--- config.mk ---
export PLATFORM = sky130hd
export DESIGN_NAME = inv_mix_column
export DESIGN_NICKNAME = d
export VERILOG_FILES = /design/src/rtl/inv_mix_column.sv
export SDC_FILE = /design/constraint.sdc
export NUM_CORES = 1
export LEC_CHECK = 0
export BUFFER_PORTS_ARGS = -buffer_cell sky130_fd_sc_hd__clkbuf_2
export CORE_MARGIN = 5
export CORE_UTILIZATION = 28
export DETAILED_ROUTE_END_ITERATION = 10
export GPL_TIMING_DRIVEN = 0
export PLACE_DENSITY = 0.79
export SLEW_MARGIN = 10
export SYNTH_ARGS = -nofsm -noshare
export SYNTH_HDL_FRONTEND = slang
export SYNTH_SLANG_ARGS = --single-unit
--- constraint.sdc ---
create_clock -name clk -period 1.6 [get_ports clk]
set_clock_uncertainty 0.2 [all_clocks]
set_input_delay 0.24 -clock clk [delete_from_list [all_inputs] [get_ports clk]]
set_output_delay 0.24 -clock clk [all_outputs]
set_load 0.02 [all_outputs]
--- src/rtl/inv_mix_column.sv ---
// AES (Inv)MixColumns on a single 32-bit column, computed as a short
// multi-cycle pipeline of xtime doublings followed by one XOR-combine step.
// INVERSE=1 yields InvMixColumns, INVERSE=0 forward MixColumns; both use the
// same state sequence so latency is identical.
module inv_mix_column #(
  parameter int INVERSE = 1
) (
  input  logic        clk,
  input  logic        rst,
  input  logic        in_valid,
  output logic        in_ready,
  input  logic [31:0] col_in,
  output logic        out_valid,
  input  logic        out_ready,
  output logic [31:0] col_out
);

  typedef enum logic [2:0] {
    IDLE,
    X2,
    X4,
    X8,
    COMB,
    HOLD
  } state_t;

  // Index 0 of each packed array is the most significant byte (row 0).
  typedef logic [0:3][7:0] column_t;

  state_t  state;
  column_t a;
  column_t t2;
  column_t t4;
  column_t t8;

  column_t nx_t2;
  column_t nx_t4;
  column_t nx_t8;
  column_t inv_res;
  column_t fwd_res;
  column_t comb_res;

  // Multiply by x in GF(2^8) modulo 0x11B; the result stays 8 bits wide.
  function automatic logic [7:0] xtime(input logic [7:0] x);
    return {x[6:0], 1'b0} ^ (x[7] ? 8'h1b : 8'h00);
  endfunction

  assign in_ready = (state == IDLE);

  // Doubling stages and the two candidate combine results, all from registers.
  always_comb begin
    // NOTE: every always_comb output gets a default first so no latch is inferred.
    nx_t2   = '0;
    nx_t4   = '0;
    nx_t8   = '0;
    inv_res = '0;
    fwd_res = '0;
    for (int i = 0; i < 4; i++) begin
      nx_t2[i] = xtime(a[i]);
      nx_t4[i] = xtime(t2[i]);
      nx_t8[i] = xtime(t4[i]);
    end
    for (int i = 0; i < 4; i++) begin
      // b_i = 14a_i ^ 11a_(i+1) ^ 13a_(i+2) ^ 9a_(i+3)
      inv_res[i] = (t8[i] ^ t4[i] ^ t2[i])
                 ^ (t8[2'(i + 1)] ^ t2[2'(i + 1)] ^ a[2'(i + 1)])
                 ^ (t8[2'(i + 2)] ^ t4[2'(i + 2)] ^ a[2'(i + 2)])
                 ^ (t8[2'(i + 3)] ^ a[2'(i + 3)]);
      // b_i = 2a_i ^ 3a_(i+1) ^ a_(i+2) ^ a_(i+3)
      fwd_res[i] = t2[i]
                 ^ (t2[2'(i + 1)] ^ a[2'(i + 1)])
                 ^ a[2'(i + 2)]
                 ^ a[2'(i + 3)];
    end
    comb_res = (INVERSE != 0) ? inv_res : fwd_res;
  end

  // Control FSM and datapath registers; reset aborts any column in flight.
  always_ff @(posedge clk or posedge rst) begin
    if (rst) begin
      state     <= IDLE;
      a         <= '0;
      t2        <= '0;
      t4        <= '0;
      t8        <= '0;
      col_out   <= '0;
      out_valid <= 1'b0;
    end else begin
      // NOTE: sequential state uses non-blocking assignments so all registers update together.
      case (state)
        IDLE: begin
          if (in_valid) begin
            a     <= col_in;
            state <= X2;
          end
        end
        X2: begin
          t2    <= nx_t2;
          state <= X4;
        end
        X4: begin
          t4    <= nx_t4;
          state <= X8;
        end
        X8: begin
          t8    <= nx_t8;
          state <= COMB;
        end
        COMB: begin
          col_out   <= comb_res;
          out_valid <= 1'b1;
          state     <= HOLD;
        end
        HOLD: begin
          if (out_ready) begin
            out_valid <= 1'b0;
            state     <= IDLE;
          end
        end
        default: state <= IDLE;
      endcase
    end
  end

endmodule

==> summary.md <==
| Metric | Value |
|---|---|
| Outcome | completed |
| Post-synthesis instance area | 449 µm² |
| Port Buffers | 5 |
| Most common cell in the netlist | buf_4 |
| Worst path required time | roughly 1.2 ns |
| Final Instance Area | ~650 µm² |
| FP Rows | 14 |
| Post-Layout Cell Count | 109 |
| CP max FO | 7 |
| Global-route wire length before repair | 1.19 mm |
| Hold_ws | slightly below 0.1 ns |
| Setup TNS | 0 ns |
| Leading area contributor after synthesis | buf_4 |
| Htree depth | 1 |
| LEAKAGE | a little over 0.4 nW |
| Root Buffer | clkbuf_4 |
| Pre-CTS setup slack | 0.289 ns |
| Crit share post-route | 0.944 |
| Die height | 50.1 µm |
| DRC viols | 0 |
| Cell internal pwr | between 400 and 500 µW |
| DR pass1 iterations | 2 |
| Peak supply drop | about 420 µV |
| Grt ovf | 0 |
| Yosys warns | 0 |
| Starting Density | 0.298 |
| Sw power | 300 µW |
| Sink Count | 4 |
| Core footprint | roughly 0.0015 mm² |
| Critical Path Slowest Stage Cell | dfrtp_1 |
| Largest net degree at the start of global routing | 9 |
| Routed length per placed instance | between 7 and 8 µm |
| Max Cap Viol | 0 |
| Synth area leaders | buf_4 (53%), dfrtp_1 (22%), nand3b_1 (3.3%) |
| Placed cell count | 105 |
| Pwr Total | around 730 µW |
| Vias in the first global route | 293 |
| R2R Path Start | state[1] |
| Slew Viols, Final | 0 |
| Final WL | 771 µm |
| Cells along the critical path | clkbuf_2 -> nor3_2 -> buf_2 |
| Clk pwr share | 0.176 |
| Post-synth cell types | 16 |
| Async SR Flop Fraction | 1.00 |
| Final setup vio count | 0 |
| Postcts setup bufs | 0 |
| Antenna violation net count after detailed routing | 0 |
| # IOs | 70 |
| Layout Utilization | 0.430 |
| Highest Clock Rate | 662 MHz |
| Number of synthesized flops with an enable pin | 0 |
| Hold Path Origin | in_valid |
| Comb power frac | 0.575 |
| Sw frac | 0.411 |
| DRT iter0 DRCs | 2 |
| Num CTS Buffers | 3 |
| Die area | 0.00251 mm² |
| Via density | 3.08 |
| Gpl congestion | around 0.7 |
| Worst setup SP type | register |
| Area post-placement | slightly above 600 µm² |
| CP max stage delay | 0.34 ns |
| Area grow syn2layout | 44.3% |
| CTS clk-pin slew, worst paths | 0.03 ns |
| Width of the die | 50.1 µm |
| Worst Path Class, Setup | register to output port |
| Fin crit period | 1.51 ns |
| Sequential Power Share | 0.249 |
| Worst-skew pair later-pin latency | 0.24 ns |
| Initial antenna violation count | 0 |
| Seq/Total Area, Yosys | 0.223 |
| Post-synthesis cell count | 53 |
| Main synth FF type | dfrtp_1 |
| Top cells by count, synth | buf_4 (32), dfrtp_1 (4), inv_1 (2), nand3b_1 (2), nor2_1 (2) |
| Post-synth top area share | 0.535 |
| Vias | 336 |
| CTS tree | yes |
| CP bufs+invs | 2 |
| DP HPWL | roughly 660 µm |
| CP top delay family | flip-flops |
| Power per Cell Area | 1130 mW/mm² |
| Nets | 131 |
| Critical path arrival | around 1.1 ns |
| Synth Register Bits | 4 |
| Critical Path Start | state[0] |
| Crit path capture type | output port |
| Fraction of layout instances using a drive strength above 1 | 0.484 |
| Diodes inserted | 0 |
| HP Class | primary input to register |
| Final Worst Setup Slack | approximately 0.090 ns |
| Fillers | about 160 |
| Clock Path Buffers | 2 |
| Mean Syn Cell Area | 8.48 µm² |
| Final Hold Vio Count | 0 |
| RSZ-0062 raised after global routing | no |
| GRT Resource Usage Total | 0.0654 |
==> timing repair <==
action / 4_1_cts / 5_1_grt
setup endpoints to repair: 0 / 1
hold buffers: 1 / 0
endpoints found under the hold margin: 4 / 0
resized for setup: 0 / 2
==> power groups by stage <==
| stage | clock network (mW) | logic (mW) | registers [mW] |
|---|---|---|---|
| after floorplan | 0 | 0.335 | 0.192 |
| after global placement | 0 | 0.397 | 0.178 |
| after detailed placement | 0 | 0.409 | 0.182 |
| after CTS | 0.131 | 0.412 | 0.181 |
| after global routing | 0.135 | 0.466 | 0.186 |
| final | 0.128 | 0.419 | 0.181 |
==> placed cells by master, fill, tap and decap left out <==
cell	netlist	layout
clkbuf_2	1	5
dlygate4sd3_1	0	1
inv_1	2	2
nand3b_1	2	2
o21bai_1	1	1
a21o_2	1	1
a22o_2	1	1
nor3_2	0	1
o21ai_0	1	1
dfrtp_1	4	4
buf_2	0	1
clkbuf_4	0	3
buf_6	1	1
buf_4	32	32
conb_1	1	32
xnor2_1	1	1
a21oi_1	1	1
nor2_1	2	2
a22o_1	1	1
==> state kept, by name, indices dropped and copies added, names as in the netlist <==
signal	cells
out_valid	1
state	3
==> cells by family after synthesis <==
group	share of synthesized area
buf+inv	0.588
simple gates	0.0613
flops	0.223
other cells	0.00835
compound gates	0.100
xor+xnor	0.0195
==> path summary, 6_finish.rpt <==
kind,depth (start not counted),slack (ns),to
worst max-delay path,3,0.09,in_ready
worst min-delay path,3,0.1,state[0]
worst max register to register,3,0.41,out_valid
worst min register to register,1,0.30,out_valid
max in group asynchronous,3,0.83,state[1]
min in group asynchronous,3,0.21,out_valid
==> per-layer routing <==
layer	track usage	vias up	part of all wire
met5	0	-	0
met4	0.0786	0	0.054
li1	-	184	-
met1	0.0631	129	0.31
met3	0.0331	4	0.15
met2	0.0900	19	0.49
==> cell type report <==
cell class                      instances  area, µm²  area share
Buffer                                 34        256       0.396
Multi-Input combinational cell         44        206       0.319
Sequential cell                         4        100       0.154
Timing Repair Buffer                    6       35.0      0.0541
Clock buffer                            3       22.5      0.0347
Tap cell                               16       20.0      0.0309
Inverter                                2       7.51      0.0116
==> worst reg2reg max path, delay by kind of cell, from the launching register on <==
family | cells | cell delay (ns)
DFF | 1 | 0.37
buffers and inverters | 1 | 0.14
and+or+nand+nor | 1 | 0.15
AOI/OAI and AO/OA | 1 | 0.23
(Power assumes the default switching activity.)
